<file path="config.mk">
export PLATFORM = sky130hd
export DESIGN_NAME = pci_master
export DESIGN_NICKNAME = d
export VERILOG_FILES = /design/src/rtl/pci_master.sv
export SDC_FILE = /design/constraint.sdc
export NUM_CORES = 1
export LEC_CHECK = 0
export BUFFER_PORTS_ARGS = -buffer_cell sky130_fd_sc_hd__buf_2
export CORE_AREA = 2 2 188 190
export DETAILED_ROUTE_END_ITERATION = 12
export DIE_AREA = 0 0 190 192
export PLACE_DENSITY = 0.66
export SLEW_MARGIN = 15
export SYNTH_ARGS = -nofsm -noshare
export SYNTH_HDL_FRONTEND = slang
export SYNTH_SLANG_ARGS = --single-unit
</file>
<file path="constraint.sdc">
create_clock -name clk -period 3.7 [get_ports clk]
set_input_delay 0.37 -clock clk [delete_from_list [all_inputs] [get_ports clk]]
set_output_delay 0.37 -clock clk [all_outputs]
set_load 0.05 [all_outputs]
</file>
<file path="src/rtl/pci_master.sv">
// rtl/pci_master.sv - PCI bus master for single-word and burst memory reads and writes
// Drives one bus transaction of 1..4 words per start request; a target that never claims it is master-aborted.
module pci_master #(
    parameter int DEVSEL_TIMEOUT = 5
) (
    input  logic        clk,
    input  logic        rst_n,
    output logic        REQ,
    input  logic        GNT,
    input  logic        frame_in,
    input  logic        irdy_in,
    input  logic        TRDY,
    input  logic        DEVSEL,
    output logic        frame_out,
    output logic        irdy_out,
    output logic        ctl_oe,
    output logic [31:0] ad_out,
    input  logic [31:0] ad_in,
    output logic        ad_oe,
    output logic [3:0]  cbe_out,
    input  logic        start,
    input  logic        cmd_write,
    input  logic [31:0] addr,
    input  logic [1:0]  num_words,
    input  logic        wr_we,
    input  logic [1:0]  wr_idx,
    input  logic [31:0] wr_data,
    input  logic [1:0]  rd_idx,
    output logic [31:0] rd_data,
    output logic        busy,
    output logic        done,
    output logic        abort
);

    typedef enum logic [2:0] {IDLE, REQ_BUS, ADDR, DATA, ABORT, RELEASE} state_t;

    localparam logic [7:0] TO_LIMIT = 8'(DEVSEL_TIMEOUT);

    state_t      state;
    logic [31:0] wbuf [4];
    logic [31:0] rbuf [4];
    logic        cmd_q;
    logic [31:0] addr_q;
    logic [1:0]  nw_q;
    logic [1:0]  idx;
    logic [1:0]  idx_nx;
    logic [7:0]  to_cnt;
    logic        devsel_seen;

    assign idx_nx  = idx + 2'd1;
    assign busy    = (state != IDLE);
    assign rd_data = rbuf[rd_idx];

    // Outputs are registered: each transition loads the values the next state presents.
    always_ff @(posedge clk or negedge rst_n) begin
        if (!rst_n) begin
            state       <= IDLE;
            REQ         <= 1'b1;
            frame_out   <= 1'b1;
            irdy_out    <= 1'b1;
            ctl_oe      <= 1'b0;
            ad_oe       <= 1'b0;
            ad_out      <= '0;
            cbe_out     <= '0;
            done        <= 1'b0;
            abort       <= 1'b0;
            cmd_q       <= 1'b0;
            addr_q      <= '0;
            nw_q        <= '0;
            idx         <= '0;
            to_cnt      <= '0;
            devsel_seen <= 1'b0;
            for (int i = 0; i < 4; i++) begin
                wbuf[i] <= '0;
                rbuf[i] <= '0;
            end
        end else begin
            case (state)
                IDLE: begin
                    if (wr_we) wbuf[wr_idx] <= wr_data;
                    if (start) begin
                        cmd_q  <= cmd_write;
                        addr_q <= addr;
                        nw_q   <= num_words;
                        REQ    <= 1'b0;
                        state  <= REQ_BUS;
                    end
                end
                REQ_BUS: begin
                    // Wait for grant and an idle bus before claiming it.
                    if (!GNT && frame_in && irdy_in) begin
                        state       <= ADDR;
                        REQ         <= 1'b1;
                        ctl_oe      <= 1'b1;
                        frame_out   <= 1'b0;
                        irdy_out    <= 1'b1;
                        ad_oe       <= 1'b1;
                        ad_out      <= addr_q;
                        cbe_out     <= cmd_q ? 4'b0111 : 4'b0110;
                        idx         <= '0;
                        to_cnt      <= '0;
                        devsel_seen <= 1'b0;
                    end
                end
                ADDR: begin
                    state     <= DATA;
                    irdy_out  <= 1'b0;
                    cbe_out   <= 4'b0000;
                    frame_out <= (nw_q == 2'd0);
                    ad_oe     <= cmd_q;
                    ad_out    <= cmd_q ? wbuf[0] : '0;
                end
                DATA: begin
                    if (!DEVSEL) devsel_seen <= 1'b1;
                    if (DEVSEL && !devsel_seen) begin
                        to_cnt <= to_cnt + 8'd1;
                        if (to_cnt + 8'd1 >= TO_LIMIT) begin
                            state     <= ABORT;
                            frame_out <= 1'b1;
                            ad_oe     <= 1'b0;
                            ad_out    <= '0;
                        end
                    end else if (!TRDY && !DEVSEL) begin
                        if (!cmd_q) rbuf[idx] <= ad_in;
                        idx <= idx_nx;
                        if (idx == nw_q) begin
                            state     <= RELEASE;
                            frame_out <= 1'b1;
                            irdy_out  <= 1'b1;
                            ad_oe     <= 1'b0;
                            ad_out    <= '0;
                            done      <= 1'b1;
                        end else begin
                            frame_out <= (idx_nx == nw_q);
                            ad_out    <= cmd_q ? wbuf[idx_nx] : '0;
                        end
                    end
                end
                ABORT: begin
                    state    <= RELEASE;
                    irdy_out <= 1'b1;
                    done     <= 1'b1;
                    abort    <= 1'b1;
                end
                RELEASE: begin
                    state  <= IDLE;
                    ctl_oe <= 1'b0;
                    done   <= 1'b0;
                    abort  <= 1'b0;
                    REQ    <= 1'b1;
                end
                default: state <= IDLE;
            endcase
        end
    end

endmodule

</file>
After elaboration in Yosys (flattened, before gate mapping)

Index checks and enable logic that the tools add are counted.

Register bits: 348
Output and inout port bits: 76

Muxes and demuxes: 60
Magnitude comparators: 7
Eq/ne operators: 17
Bitwise gates (word level): 6
$add $sub $neg: 2
Reductions and logical operators: 35

Operators with widths:

| cell                  | count |
|---|---|
| $mux W32              | 13 |
| $bwmux W128           | 2 |
| $bmux W32 S2          | 2 |
| $demux W32 S2         | 2 |
| $pmux W32 S3          | 1 |
| $mux W3               | 6 |
| $mux W1               | 16 |
| $mux W8               | 2 |
| $pmux W8 S2           | 1 |
| $reduce_and A4 Y1     | 4 |
| $pmux W3 S5           | 1 |
| $reduce_and A5 Y1     | 3 |
| $ne A2 B2 Y1 const B  | 7 |
| $ge A3 B3 Y1 const B  | 4 |
| $not A2 Y3            | 4 |
| $pmux W1 S3           | 4 |
| $reduce_bool A3 Y1    | 4 |
| $ne A3 B3 Y1 const B  | 3 |
| $reduce_and A3 Y1     | 3 |
| $add A8 B1 Y8 const B | 1 |
| $ge A8 B3 Y1 const B  | 1 |
| $pmux W4 S2           | 1 |
| $reduce_and A2 Y1     | 4 |
| $reduce_bool A2 Y1    | 4 |
| other kinds (17)      | 34 |

Logic depth before layout (Yosys ltp)

Depth in word-level cells: 10
Mapped depth: 10
Gate-level depth less buffers: 8

Least setup slack after synthesis

Ideal clock, no wire load.

Path type: register -> register
Start: reg idx[0]
End: reg ad_out[2]
Arrival time: 2.425 ns
Setup time: 0.129 ns
Cell stages (with the launch flop): 10
Clock period less this slack: 2.554 ns
Path slack: 1.146 ns
Cells stage by stage: dfrtp_1 buf_4 buf_2 inv_1 ha_1 clkbuf_1 clkbuf_1 mux4_2 a221oi_1 o31ai_1

Word-level cells in the longest chain between the ends: 10
Elaborated cells between the ends (all ways): 11
Classes of those cells: 1 x add/sub; 1 x eq/ne; 8 x mux; 1 x bitwise

RTL lines:

| item                                        | RTL line | text |
|---|---|---|
| start: declaration                          | 45       | `logic [1:0] idx;` |
| start signal: assignment                    | 125      | `idx <= idx_nx;` |
| $add A2 B1 Y2                               | 50       | `assign idx_nx = idx + 2'd1;` |
| $not A2 Y3 (implied by the code)            | 135      | `ad_out <= cmd_q ? wbuf[idx_nx] : '0;` |
| $bmux W32 S2                                | 135      |  |
| $mux W32 (implied by the code) (2 in a row) | 135      |  |
| $mux W32                                    | 135      |  |
| $mux W32 *                                  | 126      | `if (idx == nw_q) begin` |
| $mux W32 *                                  | 123      | `end else if (!TRDY && !DEVSEL) begin` |
| $mux W32 *                                  | 115      | `if (DEVSEL && !devsel_seen) begin` |
| $pmux W32 S3 *                              | 78       | `case (state)` |
| end signal: assignment                      | 98       | `ad_out <= addr_q;` |
| end signal: assignment                      | 111      | `ad_out <= cmd_q ? wbuf[0] : '0;` |
| end signal: assignment                      | 135      |  |
| end: declaration                            | 17       | `output logic [31:0] ad_out,` |

Mark *: on every way between the ends. The rest lies on a longest branch, timed or not. The select of a mux whose other input is x is not followed.
A chain may end at the register's enable or synchronous reset.

Worst setup path in the final report

Start: reg state[1]
End: reg ad_out[2]

Word-level cells in the longest chain between the ends: 3
Elaborated cells between the ends (all ways): 9
Classes of those cells: 6 x eq/ne; 1 x mux; 2 x reduce/logical

RTL lines:

| item                                                        | RTL line | text |
|---|---|---|
| start: declaration                                          | 39       | `state_t state;` |
| start signal: assignment                                    | 57       | `state <= IDLE;` |
| start signal: assignment                                    | 86       | `state <= REQ_BUS;` |
| start signal: assignment                                    | 92       | `state <= ADDR;` |
| $eq A3 B2 Y1 or $eq A3 B1 Y1 (tied branches)                | 78       |  |
| $ne A3 B3 Y1 (no source line), or another cell as far along | n/a      |  |
| $reduce_and A4 Y1 (no source line)                          | n/a      |  |

Parallel ways exist; a longest one is shown, timed or not.

==> impl_table.tex <==
\begin{tabular}{lr}
\hline
Metric & Value \\
\hline
\multicolumn{2}{l}{\textbf{STA}} \\
Hold violation count in the final report & 0 \\
Clock period minus worst slack & 2.61 ns \\
Setup tns final & 0 ns \\
Slew at the pin closest to its max-slew limit & a little under 1 ns \\
Maximum clock skew at final layout & 0.0172 ns \\
Max frequency & 0.383 GHz \\
Setup repair after global routing missed its margin & no \\
Final worst-path cycle share & 0.705 \\
Final max-slew violation count & 0 \\
Final Setup Violations & 0 \\
Remaining max-slew budget at the tightest pin & 0.343 \\
\multicolumn{2}{l}{\textbf{Clocking}} \\
Worst-path clk slew & 0.06 ns \\
Clock buffer depth & 3 \\
Max H-tree Level & 2 \\
CTS tree & built \\
Clock sink count & 346 \\
Number of post-CTS setup repair buffers & 0 \\
Cts bufs inserted & 38 \\
Buffer cell driving the clock tree root & sky130\_fd\_sc\_hd\_\_clkbuf\_16 \\
Clock latency at the later pin of the worst-skew pair & 0.52 ns \\
\multicolumn{2}{l}{\textbf{Routing}} \\
Final antenna-violating net count & 0 \\
Total number of vias & 9592 \\
Number of optimization iterations in the first detailed-route pass & 7 \\
Final WL & 35000 um \\
Iter 0 DRT Violations & 521 \\
DRC errors left & 0 \\
Routed wire per std cell & around 20 um \\
Drt via density & around 5.6 \\
\multicolumn{2}{l}{\textbf{Run}} \\
Max-capacitance violation count & 0 \\
\multicolumn{2}{l}{\textbf{Worst hold path}} \\
Worst hold stages & 2 \\
Startpoint of the most critical hold path & addr[12] \\
Tightest Hold Check Type & in -> reg \\
Hold worst-path end & addr\_q[12] \\
\multicolumn{2}{l}{\textbf{Final layout}} \\
Count of nets after finishing & $\sim$1400 \\
Post-synthesis to final-layout area growth & 17.3\% \\
Fraction of layout instances using a drive strength above 1 & 0.511 \\
Non-filler instance count after layout & between 1500 and 2000 \\
\multicolumn{2}{l}{\textbf{Global route}} \\
Number of global-route vias before repair & 10100 \\
First-pass GRT wire length & roughly 56000 um \\
Antenna violations before repair & 6 \\
Sum of overflow across all layers after global routing & 0 \\
Maximum number of pins on one net before global-route repair & 105 \\
Overall routing resource usage & 0.195 \\
\multicolumn{2}{l}{\textbf{Power and ir drop}} \\
Clock network fraction of total power & 0.236 \\
NetSw & 5.66 mW \\
Combinational fraction of design power & 0.366 \\
Worst vdd rail ir drop & between 0.0004 and 0.0005 V \\
Static leakage power & 8.41 nW \\
P\_int & a little over 10 mW \\
Switch share & 0.357 \\
Pwr per Cell Area & a little under 900 nW/um2 \\
Overall power & $\sim$16 mW \\
Sequential share of power & 0.398 \\
\multicolumn{2}{l}{\textbf{Logic synthesis}} \\
FF+latch count, synth & 346 \\
Post-synthesis instance area & 15400 um2 \\
YS warnings & 0 \\
Mean instance size in the synthesized netlist & $\sim$15 um2 \\
Async set-reset flop share out of synthesis & 1.00 \\
Synthesized instance count & 1049 \\
Number of unique standard cell types used by synthesis & 49 \\
Share of the yosys chip area belonging to registers & 0.563 \\
Ys flop type & sky130\_fd\_sc\_hd\_\_dfrtp\_1 \\
Synthesized netlist net count & between 1000 and 1500 \\
EDFF count, synth & 0 \\
\multicolumn{2}{l}{\textbf{Floorplanning}} \\
Die Y & 192 um \\
Standard cell core area & approximately 34000 um2 \\
Standard-cell row count & 68 \\
Number of top-level pins & 188 \\
Starting utilization of the core area & 0.449 \\
Full die area & 36500 um2 \\
Die W & 190 um \\
\multicolumn{2}{l}{\textbf{Critical path}} \\
Logic depth of the worst register-to-register path & 7 \\
Endpoint class of the critical path & register \\
Crit Path Class & reg -> reg \\
Largest driver fanout on the critical path & 51 \\
Setup slack of the most critical reg-to-reg path & 1.09 ns \\
WP data arrival & just over 3 ns \\
Capture instance of the worst register-to-register path & ad\_out[2] \\
Category of the worst setup path launch point & register \\
Launching point of the worst reg2reg path & state[1] \\
Data required time at the worst endpoint & slightly above 4 ns \\
\multicolumn{2}{l}{\textbf{Placement}} \\
Global placer's final weighted congestion & 0.794 \\
Number of cells after detailed placement & 1646 \\
Port-buffer cells & 186 \\
Dpl hpwl & $\sim$23000 um \\
\multicolumn{2}{l}{\textbf{Status}} \\
Result of the run & completed \\
\hline
\end{tabular}
area by class of cell:
type	instances	area [um2]
fillers	2862	16200
flip-flops and latches	346	8660
multi-input cells	619	6330
repair buffers	217	1200
clock buffers	55	1130
well taps	455	569
clock inverters	11	121
inverters	10	37.5
diodes	2	5.00
worst max-delay path: stages (launching register included):
cell	delay (ns)
sky130_fd_sc_hd__dfrtp_1	0.69
sky130_fd_sc_hd__nand3b_2	0.22
sky130_fd_sc_hd__or2_0	0.45
sky130_fd_sc_hd__nor3_2	0.25
sky130_fd_sc_hd__a41o_2	0.43
sky130_fd_sc_hd__buf_12	0.28
sky130_fd_sc_hd__nand2_1	0.09
sky130_fd_sc_hd__o31ai_1	0.07
sequential cells by signal (all words and copies together), names as in the netlist, 2 cells and up:
| name | flops |
|---|---|
| addr_q | 32 |
| state | 3 |
| idx | 2 |
| rbuf | 128 |
| ad_out | 32 |
| nw_q | 2 |
| cbe_out | 2 |
| wbuf | 128 |
| to_cnt | 8 |
metrics by stage:
stage / hold WS [ns] / setup slack [ns] / util / instance area [um2]
2_1_floorplan: 0.0744 / 1.15 / - / 15400
3_3_place_gp: 0.462 / 1.23 / 0.490 / 16800
3_5_place_dp: 0.468 / 1.11 / 0.490 / 16800
4_1_cts: 0.0627 / 1.11 / 0.526 / 18100
5_1_grt: 0.0674 / 0.899 / 0.526 / 18100
6_report: 0.0759 / 1.09 / 0.527 / 18100
logic make-up (layout without fill, tap and decap cells):
| logic type | count (synthesis) | in the layout | share of synthesized area |
|---|---|---|---|
| AO/OA/AOI/OAI | 104 | 104 | 0.0500 |
| XOR/XNOR | 10 | 10 | 0.00569 |
| adder cells (fa/ha/maj) | 7 | 7 | 0.00569 |
| buffers and inverters | 84 | 293 | 0.0270 |
| flip-flops | 346 | 346 | 0.563 |
| multiplexers | 357 | 357 | 0.308 |
| other | 1 | 3 | 0.000244 |
| AND/OR/NAND/NOR | 140 | 140 | 0.0409 |
Yosys cell counts (2+ instances only):
cell type | number | share of area
sky130_fd_sc_hd__buf_1 | 16 | 0.0039
sky130_fd_sc_hd__mux4_2 | 64 | 0.094
sky130_fd_sc_hd__nor2_1 | 48 | 0.012
sky130_fd_sc_hd__nor3_2 | 2 | 0.0013
sky130_fd_sc_hd__o21ai_0 | 17 | 0.0055
sky130_fd_sc_hd__o31ai_1 | 34 | 0.017
sky130_fd_sc_hd__o21ai_1 | 2 | 0.00065
sky130_fd_sc_hd__a21oi_1 | 6 | 0.0020
sky130_fd_sc_hd__nand4_1 | 4 | 0.0016
sky130_fd_sc_hd__xor2_1 | 4 | 0.0023
sky130_fd_sc_hd__nand2_1 | 57 | 0.014
sky130_fd_sc_hd__ha_1 | 7 | 0.0057
sky130_fd_sc_hd__inv_1 | 10 | 0.0024
sky130_fd_sc_hd__and3_1 | 2 | 0.00081
sky130_fd_sc_hd__mux2i_1 | 2 | 0.0013
sky130_fd_sc_hd__mux2_2 | 290 | 0.21
sky130_fd_sc_hd__and2_1 | 6 | 0.0024
sky130_fd_sc_hd__clkbuf_1 | 20 | 0.0049
sky130_fd_sc_hd__dfrtp_1 | 343 | 0.56
sky130_fd_sc_hd__nand3b_1 | 3 | 0.0015
sky130_fd_sc_hd__buf_4 | 11 | 0.0054
sky130_fd_sc_hd__a22o_1 | 3 | 0.0017
sky130_fd_sc_hd__nand3_1 | 9 | 0.0029
sky130_fd_sc_hd__buf_2 | 22 | 0.0072
sky130_fd_sc_hd__a221oi_1 | 33 | 0.019
sky130_fd_sc_hd__buf_6 | 4 | 0.0029
sky130_fd_sc_hd__xnor2_1 | 6 | 0.0034
sky130_fd_sc_hd__dfstp_2 | 3 | 0.0051
routing by layer:
layer,GRT usage,wire [um],part of all wire,up-vias
met5,0,56,0.0016,-
met4,0.0456,633,0.018,10
met3,0.0420,2010,0.057,64
met2,0.330,17200,0.49,254
met1,0.257,15200,0.43,4994
li1,-,-,-,4270
cells in the final DEF (no fill, tap or decap), drive strengths merged, types with 2 or more instances in the layout:
cell,n
nor2b,2
inv,11
mux2,291
dfrtp,343
mux4,64
clkinv,6
bufinv,2
and2,6
a21oi,6
ha,7
xnor2,6
dfstp,3
buf,216
clkbuf,55
a22o,3
nor2,48
xor2,4
nand2,57
nor3,3
nand3,9
mux2i,2
o31ai,34
diode,2
a221oi,33
nand3b,4
and3,2
nand4,4
clkinvlp,2
o21ai,19
what timing repair did:
action | CTS | global route
gates resized for setup | 0 | 0
hold endpoints to repair | 94 | 0
hold buffers | 1 | 0
power groups by stage:
stage	registers [mW]	clock network (mW)	logic, mW
after CTS	6.32	3.84	5.88
after detailed placement	6.36	0	5.87
final	6.32	3.75	5.81
after global placement	6.31	0	5.72
after floorplan	6.73	0	4.03
after global routing	6.52	4.02	6.27
worst max-delay path by stage:
stage / start / to / slack, ns / cells after the start
2_1_floorplan: idx[0] / ad_out[2] / 1.15 / 9
3_3_place_gp: state[0] / frame_out / 1.23 / 7
3_5_place_dp: state[0] / ad_out[2] / 1.11 / 7
4_1_cts: state[0] / ad_out[12] / 1.11 / 7
5_1_grt: state[0] / ad_oe / 0.90 / 7
6_report: state[1] / ad_out[2] / 1.09 / 7
Power figures use the tool's default switching activity.
